--- config.mk ---
export PLATFORM = sky130hd
export DESIGN_NAME = serial_subtractor
export DESIGN_NICKNAME = d
export VERILOG_FILES = /design/src/rtl/serial_subtractor.sv
export SDC_FILE = /design/constraint.sdc
export NUM_CORES = 1
export LEC_CHECK = 0
export ABC_AREA = 1
export BUFFER_PORTS_ARGS = -buffer_cell sky130_fd_sc_hd__buf_4
export CORE_ASPECT_RATIO = 0.75
export CORE_MARGIN = 10
export CORE_UTILIZATION = 60
export CTS_BUF_LIST = sky130_fd_sc_hd__clkbuf_8
export CTS_CLUSTER_DIAMETER = 40
export DETAILED_ROUTE_END_ITERATION = 16
export PLACE_DENSITY = 0.85
export SETUP_SLACK_MARGIN = 0.2
export SLEW_MARGIN = 25
export SYNTH_ARGS = -nofsm -noshare
export SYNTH_HDL_FRONTEND = slang
export SYNTH_SLANG_ARGS = --single-unit
--- constraint.sdc ---
create_clock -name clk -period 2.17 [get_ports clk]
set_input_delay 0.217 -clock clk [delete_from_list [all_inputs] [get_ports clk]]
set_output_delay 0.217 -clock clk [all_outputs]
set_load 0.005 [all_outputs]
--- src/rtl/serial_subtractor.sv ---
// Bit-serial unsigned subtractor, LSB first, one bit per clock.
// Two half-subtractor stages per bit with a registered borrow.
module serial_subtractor #(
  parameter  int WIDTH = 8,
  localparam int CNT_W = $clog2(WIDTH + 1)
) (
  input  logic             clk,
  input  logic             rst,
  input  logic             start,
  input  logic [WIDTH-1:0] a,
  input  logic [WIDTH-1:0] b,
  output logic             busy,
  output logic             done,
  output logic [WIDTH-1:0] diff,
  output logic             borrow_out
);

  typedef enum logic [1:0] {
    IDLE,
    SHIFT,
    DONE
  } state_t;

  state_t           state;
  state_t           state_nxt;
  logic [WIDTH-1:0] sa;
  logic [WIDTH-1:0] sb;
  logic [WIDTH-1:0] res;
  logic [WIDTH-1:0] res_nxt;
  logic [CNT_W-1:0] cnt;
  logic             brw;
  logic             d1;
  logic             b1;
  logic             d;
  logic             b2;
  logic             last;

  always_comb begin
    d1      = sa[0] ^ sb[0];
    b1      = ~sa[0] & sb[0];
    d       = d1 ^ brw;
    b2      = ~d1 & brw;
    res_nxt = {d, res[WIDTH-1:1]};
    last    = (cnt == CNT_W'(WIDTH - 1));
  end

  always_ff @(posedge clk or posedge rst) begin
    if (rst) begin
      state <= IDLE;
    end else begin
      state <= state_nxt;
    end
  end

  always_comb begin
    state_nxt = state;
    busy      = 1'b0;
    done      = 1'b0;
    case (state)
      IDLE: begin
        if (start) state_nxt = SHIFT;
      end
      SHIFT: begin
        busy = 1'b1;
        if (last) state_nxt = DONE;
      end
      DONE: begin
        done      = 1'b1;
        state_nxt = IDLE;
      end
      default: state_nxt = IDLE;
    endcase
  end

  // diff/borrow_out only change on the final shift, so they hold between ops
  always_ff @(posedge clk or posedge rst) begin
    if (rst) begin
      sa         <= '0;
      sb         <= '0;
      res        <= '0;
      brw        <= 1'b0;
      cnt        <= '0;
      diff       <= '0;
      borrow_out <= 1'b0;
    end else begin
      case (state)
        IDLE: begin
          if (start) begin
            sa  <= a;
            sb  <= b;
            brw <= 1'b0;
            cnt <= '0;
          end
        end
        SHIFT: begin
          brw <= b1 | b2;
          res <= res_nxt;
          sa  <= sa >> 1;
          sb  <= sb >> 1;
          cnt <= cnt + CNT_W'(1);
          if (last) begin
            diff       <= res_nxt;
            borrow_out <= b1 | b2;
          end
        end
        default: ;
      endcase
    end
  end

endmodule

Word level (Yosys, flattened, before mapping)
Cells that the tools add are included.
{"block": "classes", "add_sub_neg": 1, "n_eq_ne": 5, "muxes": 13, "n_bitwise": 7, "reduce_logical": 5}
{"op": "case mux 8 bit (2 select lines)", "n": 2}
{"op": "two-way mux 8 bit", "n": 2}
{"op": "case mux 4 bit (2 select lines)", "n": 1}
{"op": "AND reduction 2 bit", "n": 3}
{"op": "adder 4 x 1 -> 4 bit (second input constant)", "n": 1}
{"op": "equality test 4 x 3 -> 1 bit (second input constant)", "n": 1}
{"op": "two-way mux 2 bit", "n": 2}
{"op": "two-way mux 4 bit", "n": 1}
{"op": "inequality test 2 bit (second input constant)", "n": 2}
{"op": "case mux 2 bit (2 select lines)", "n": 1}
{"op": "two-way mux 1 bit", "n": 3}
{"op": "AND 1 bit", "n": 2}
{"op": "equality test 2 x 1 -> 1 bit (second input constant)", "n": 1}
{"op": "equality test 2 bit (second input constant)", "n": 1}
{"op": "logical NOT 2 bit", "n": 1}
{"op": "inverter 1 bit", "n": 2}
{"op": "case mux 1 bit (2 select lines)", "n": 1}
{"op": "nonzero test 2 bit", "n": 1}
{"op": "XOR 1 bit", "n": 2}
{"op": "bitwise OR 1 bit", "n": 1}
{"block": "word_totals", "ff_bits": 40, "out_inout_bits": 11}

Logic depth before layout (Yosys ltp)
Gate-level depths: netlist (run 1).
{"block": "depth", "ltp_word": 5, "mapped_depth": 6, "depth_no_buf": 6}

Worst setup path after synthesis (run 1)
No wires, ideal clock.
{"block": "synth_path", "kind": "flip-flop to flip-flop", "start": "reg cnt[0]", "end": "reg diff[7]", "arrival_time_ps": 1034, "t_required_ps": 2053, "setup_slack_ps": 1019, "stages_incl_launch_ff": 7, "period_less_slack_ps": 1151, "path_cell_list": "dfrtp_1 -> ha_1 -> nand2_1 -> nor2_1 -> nand2_2 -> nand2_1 -> nand2_1"}
{"block": "synth_via", "elab_chain_cells": 2}
{"item": "start: declaration", "line": "30", "text": "logic [CNT_W-1:0] cnt;"}
{"item": "start signal: assignment", "line": "100", "text": "cnt <= cnt + CNT_W'(1);"}
{"item": "equality test 4 x 3 -> 1 bit", "line": "44", "text": "last = (cnt == CNT_W'(WIDTH - 1));"}
{"item": "AND reduction 2 bit (no source line)"}
{"item": "end signal: assignment", "line": "102", "text": "diff <= res_nxt;"}
{"item": "end: declaration", "line": "14", "text": "output logic [WIDTH-1:0] diff,"}
No other way between the ends.
A chain may end at the register's enable or synchronous reset.

Worst setup path in the final report (run 1)
{"block": "layout_path", "start": "reg state[0]", "end": "out busy"}
{"block": "layout_via", "elab_chain_cells": 2}
{"item": "start: declaration", "line": "24", "text": "state_t state;"}
{"item": "start signal: assignment", "line": "51", "text": "state <= state_nxt;"}
{"item": "equality test 2 x 1 -> 1 bit", "line": "59", "text": "case (state)"}
{"item": "two-way mux 1 bit", "line": "59"}
{"item": "end: declaration", "line": "12", "text": "output logic busy,"}
No other way between the ends.

==> results_dict.tcl, run 1 <==
set metrics [dict create \
    status "finished clean" \
    dp_cells 252 \
    place_congestion 0.774 \
    ys_ff_latch 39 \
    slowest_stage "dfrtp_1" \
    path_clk_slew_ns 0.07 \
    timing.final.crit_share_pct 76.5 \
    tns_ns 0 \
    drtAntennaViolNets 0 \
    clk_path_buf_depth 2 \
    cp_slowest_stage_delay_ns 0.43 \
    layout.cells.non_filler 259 \
    cp.required_ns 1.95 \
    avgRoutedWirePerCell_um 13.8 \
    synth_cell_types 19 \
    hpwl_um 2540 \
    vias_per_cell 5.33 \
    critPathLaunch "state[0]$_DFFE_PP0P_" \
    cts_hold_buffers 1 \
    nets 245 \
    finalSetupViolations 0 \
    firstDrtPassIters 4 \
    slew_viol_final 0 \
    maxCapViolations 0 \
    grt_pass1_vias 1342 \
    yosysSeqAreaShare_pct 57.6 \
    rows 16 \
    syn2layout_area_growth_pct 18.3 \
    final_common_cell "nand2_1" \
    powerDensity_nw_per_um2 1370 \
    max_slew_margin_pct 64.2 \
    grt_antenna_before_repair 0 \
    start_kind "flip-flop" \
    cts.sinks 39 \
    final_hold_viol_count 0 \
    wl_um 3570 \
    timing.hold.ws_ns 0.117 \
    drive_gt1_share_pct 20.2 \
    cp.arrival_ns 1.44 \
    synthCells 192 \
    diodes 0 \
    clk_latency_ns 0.29 \
    crit_buf_inv 2 \
    finalCriticalPeriod_ns 1.66 \
    tightest_slew_ns 0.537 \
    critical-path-top-delay-family "buffers and inverters" \
    die_h_um 66.0 \
    post_cts_buffers 0 \
    mostFrequentLayoutCells "84 x nand2_1, 39 x dfrtp_1, 36 x nand3_1" \
    hold_path_class "input port to flip-flop" \
    ioPinCount 30 \
    crit_path_cell_trace "nand2_2 -> inv_4 -> buf_4" \
    dieWidth_um 81.4 \
    start_util_pct 63.6 \
    yosys_warnings 0 \
    drtIter0Drc 166 \
    cts_tree "yes" \
    min-delay-start "a[7]" \
    leakagePower_nw 1.05 \
    ir_worst_vdd_mv 0.658 \
    endpoint_kind "output pin" \
    cts_buffers 5 \
    io_buffers 29 \
    gr-total-overflow 0 \
    dieArea_um2 5370 \
    grt_usage_pct 13.9 \
    cp_max_fo 27 \
    fillers 199 \
    worst-setup-path-type "flip-flop to output pin" \
    grt_max_degree 28 \
    cts_resized 0 \
    grt_pass1_wl_um 5840 \
    max_freq_ghz 0.602 \
    coreArea_um2 2660 \
    rsz0062_at_grt "no" \
    num_vias 1381 \
    syn_area_um2 1690 \
    dpl_cell_area_um2 1920 \
    root_buffer "clkbuf_8" \
    final_cell_area_um2 2000 \
    fin_worst_skew_ns 0.00166 \
    drcViolationCount 0 \
    htree_levels 2 \
    r2r_start "state[0]$_DFFE_PP0P_" \
    synth_nets 213 \
    avgSynthCellArea_um2 8.82 \
]
==> worst min-delay path, cell delays in order <==
cell and delay, ns:
buf_4 0.07, nand2_1 0.04, nand2_1 0.04
==> state kept, by name (all words and copies together) (netlist names) <==
| name | count |
|---|---|
| state | 2 |
| diff | 8 |
| cnt | 4 |
| sb | 8 |
| sa | 8 |
| res | 7 |
| brw | 1 |
| borrow_out | 1 |
==> cells in the mapped netlist, drive strengths merged <==
cell / instances / area share, %
a21oi: 1 / 0.30
inv: 8 / 1.9
dfrtp: 39 / 58
o22ai: 1 / 0.74
o21bai: 1 / 0.66
fa: 1 / 1.2
nor2: 6 / 2.2
ha: 1 / 0.74
nand3: 36 / 11
nand2: 86 / 19
nand4: 1 / 0.37
buf: 8 / 3.4
o21ai: 3 / 0.89
==> through the flow <==
stage / worst slack, ns / utilization (%) / power (mW)
2_1_floorplan: 1.02 / - / 1.98
3_3_place_gp: 0.826 / 72.2 / 2.25
3_5_place_dp: 0.774 / 72.2 / 2.31
4_1_cts: 0.538 / 75.3 / 2.74
5_1_grt: 0.468 / 75.3 / 2.93
6_report: 0.509 / 75.3 / 2.74
==> cells by family (layout without fill, tap and decap cells) <==
kind of cell | Yosys count | count (layout) | synth area share [%]
AO/OA/AOI/OAI | 6 | 6 | 2.58
adder cells (fa/ha/maj) | 2 | 2 | 1.92
buffers and inverters | 16 | 47 | 5.32
flip-flops | 39 | 39 | 57.6
AND/OR/NAND/NOR | 129 | 129 | 32.6
==> metal layers <==
metal	wire [um]	vias to the layer above	global-route usage, %
met5	0	-	0
met4	67	0	6.47
met1	1590	653	16.4
met3	246	10	4.35
met2	1670	48	22.5
li1	-	670	-
==> final timing paths <==
check / depth (start not counted) / end / slack, ns
worst max-delay path: 3 / busy / 0.51
worst min-delay path: 3 / sa[7]$_DFFE_PP0P_ / 0.12
worst max register to register: 5 / diff[6]$_DFFE_PP0P_ / 0.73
worst min register to register: 2 / diff[5]$_DFFE_PP0P_ / 0.49
max in group asynchronous: 4 / sa[3]$_DFFE_PP0P_ / 0.92
min in group asynchronous: 3 / res[1]$_DFFE_PP0P_ / 0.52
==> power by group <==
group / switching (mW) / total [mW] / internal [mW]
sequential: 0.224 / 1.27 / 1.05
clock: 0.229 / 0.438 / 0.209
combinational: 0.595 / 1.03 / 0.433
total: 1.05 / 2.74 / 1.69
==> area by class of cell <==
| class | instances | area, um2 | share of cell area (%) |
|---|---|---|---|
| Clock buffer | 5 | 68.8 | 3.43 |
| Sequential cell | 39 | 976 | 48.7 |
| Tap cell | 36 | 45.0 | 2.25 |
| Inverter | 8 | 32.5 | 1.62 |
| Multi-Input combinational cell | 137 | 628 | 31.3 |
| Clock inverter | 1 | 3.75 | 0.187 |
| Timing Repair Buffer | 33 | 250 | 12.5 |
(Power assumes the default switching activity.)
==> run 2: changes to the inputs <==
--- a/config.mk
+++ b/config.mk
@@ -9,11 +9,11 @@
 export BUFFER_PORTS_ARGS = -buffer_cell sky130_fd_sc_hd__buf_4
 export CORE_ASPECT_RATIO = 0.75
 export CORE_MARGIN = 10
-export CORE_UTILIZATION = 60
+export CORE_UTILIZATION = 51
 export CTS_BUF_LIST = sky130_fd_sc_hd__clkbuf_8
 export CTS_CLUSTER_DIAMETER = 40
 export DETAILED_ROUTE_END_ITERATION = 16
-export PLACE_DENSITY = 0.85
+export PLACE_DENSITY = 0.77
 export SETUP_SLACK_MARGIN = 0.2
 export SLEW_MARGIN = 25
 export SYNTH_ARGS = -nofsm -noshare
==> constraint.sdc (replaced) <==
create_clock -name clk -period 1.52 [get_ports clk]
set_input_delay 0.152 -clock clk [delete_from_list [all_inputs] [get_ports clk]]
set_output_delay 0.152 -clock clk [all_outputs]
set_load 0.005 [all_outputs]
==> run 2 against run 1 <==
First-iteration DRC count decreased by 26%. Clock power increased by 100%. Flip-flop and latch count unchanged. Clock skew increased by 0.0052 ns. Via count decreased by 0.29%. Cell area increased by 6.0%. Sequential share of layout area decreased by 2.7 points. Sequential power increased by 42%.
==> results_dict.tcl, run 2 (synthesized netlist as in run 1, its figures left out) <==
set metrics [dict create \
    hold_path_class "input port to flip-flop" \
    path_clk_slew_ns 0.07 \
    cp_max_fo 4 \
    crit_path_cell_trace "ha_1 -> nand2_1 -> nor2_4 -> nand2_1 -> nand2_1 -> nand2_1" \
    reg.largest.list "diff: 8 flops, sa: 8 flops, sb: 8 flops" \
    critical-path-top-delay-family "simple AND/OR/NAND/NOR gates" \
    timing.hold.ws_ns 0.0445 \
    status "finished clean" \
    fin_worst_skew_ns 0.00686 \
    final_common_cell "nand2_1" \
    fillers 268 \
    drcViolationCount 0 \
    cp_slowest_stage_delay_ns 0.40 \
    ir_worst_vdd_mv 0.938 \
    dp_cells 258 \
    crit_top_cell "nand2_1" \
    rows 18 \
    highest_layer "met4" \
    die_h_um 69.9 \
    grt_pass1_vias 1318 \
    syn2layout_area_growth_pct 25.4 \
    maxCapViolations 0 \
    tightest_slew_ns 0.470 \
    max_freq_ghz 0.796 \
    rsz0062_at_grt "yes" \
    regArea_um2 977 \
    finalSetupViolations 0 \
    cts.sinks 39 \
    drtIter0Drc 123 \
    cts_tree "yes" \
    mostFrequentLayoutCells "85 x nand2_1, 38 x dfrtp_1, 36 x nand3_1" \
    nets 251 \
    drive_gt1_share_pct 23.8 \
    setup_slack_ns 0.264 \
    max_slew_margin_pct 68.6 \
    clk_path_buf_depth 2 \
    cp.arrival_ns 1.45 \
    vias_per_cell 5.08 \
    cp.required_ns 1.71 \
    wl_met3_um 241 \
    timing.final.crit_share_pct 82.6 \
    worst-setup-path-type "flip-flop to flip-flop" \
    leakagePower_nw 1.10 \
    wl_met2_um 1590 \
    grt_max_degree 40 \
    start_util_pct 52.2 \
    slew_viol_final 0 \
    htree_levels 2 \
    dieWidth_um 86.6 \
    drtAntennaViolNets 0 \
    firstDrtPassIters 5 \
    grt_pass1_wl_um 5920 \
    grt_usage_pct 12.1 \
    m1WireLength_um 1760 \
    start_kind "flip-flop" \
    p_total_mw 4.33 \
    layout.cells.non_filler 271 \
    gr-total-overflow 0 \
    finalCriticalPeriod_ns 1.26 \
    grt_antenna_before_repair 0 \
    io_buffers 29 \
    wl_um 3650 \
    diodes 0 \
    powerDensity_nw_per_um2 2040 \
    num_vias 1377 \
    dieArea_um2 6050 \
    cts_buffers 5 \
    place_congestion 0.804 \
    slowest_stage "dfrtp_1" \
    tns_ns 0 \
    crit_buf_inv 0 \
    ioPinCount 30 \
    hpwl_um 2250 \
    avgRoutedWirePerCell_um 13.5 \
    place_ws_ns 0.213 \
    coreArea_um2 3240 \
    final_hold_viol_count 0 \
    endpoint_kind "flip-flop" \
    root_buffer "clkbuf_8" \
    multiInputGateArea_um2 644 \
    clk_latency_ns 0.29 \
]
## run 2: cell types whose count changed in the layout (fill, tap and decap cells not counted), sizes merged
cell    before  now
clkbuf       5    6
nand2       86   87
bufinv       0    1
clkinv       0    2
inv          9    8
buf         32   36
## run 2: final cells by class
class                   instances  share of cell area [%]
clock inverters                 2                    1.65
multi-input cells             138                    30.3
flip-flops and latches         39                    46.0
clock buffers                   6                    3.89
well taps                      40                    2.36
repair buffers                 37                    13.4
inverters                       8                    2.00
repair inverters                1                   0.412
## run 2: path summary, 6_finish.rpt
kind	startpoint	endpoint	slack, ns	cells past startpoint
setup / recovery	cnt[1]$_DFFE_PP0P_	diff[7]$_DFFE_PP0P_	0.26	6
setup reg to reg	cnt[1]$_DFFE_PP0P_	diff[7]$_DFFE_PP0P_	0.26	6
hold / removal	a[7]	sa[7]$_DFFE_PP0P_	0.04	3
max in group asynchronous	rst	state[0]$_DFFE_PP0P_	0.64	4
min in group asynchronous	rst	res[7]$_DFFE_PP0P_	0.52	4
hold reg to reg	res[7]$_DFFE_PP0P_	diff[6]$_DFFE_PP0P_	0.48	2
## run 2: what timing repair did
action / in CTS / in global routing
hold buffers: 1 / 0
endpoints found under the setup margin: 1 / 17
endpoints found under the hold margin: 39 / 0
setup buffers: 0 / 2
gates resized for setup: 2 / 6
gates cloned: 0 / 2
pin swaps: 0 / 2
## run 2: through the flow
step | utilization, % | cell area, um2
6_report | 65.5 | 2120
5_1_grt | 65.5 | 2120
4_1_cts | 64.0 | 2070
3_5_place_dp | 59.9 | 1940
3_3_place_gp | 59.9 | 1940
2_1_floorplan | - | 1690
## run 2: worst register-to-register path: stages (launching register included)
cell and delay [ns]:
dfrtp_1 0.40, ha_1 0.21, nand2_1 0.12, nor2_4 0.15, nand2_1 0.14, nand2_1 0.09
nand2_1 0.05
## run 2: where the power goes
part | total, mW | switching, mW | leakage (nW) | internal (mW)
sequential | 1.80 | 0.301 | 0.492 | 1.50
clock | 0.883 | 0.352 | 0.0612 | 0.531
combinational | 1.65 | 0.927 | 0.549 | 0.723
total | 4.33 | 1.58 | 1.10 | 2.75
## run 2: routing by layer
metal	track usage, %	up-vias
li1	-	689
met1	15.0	644
met2	17.3	37
met3	6.14	7
met4	4.85	0
met5	0	-
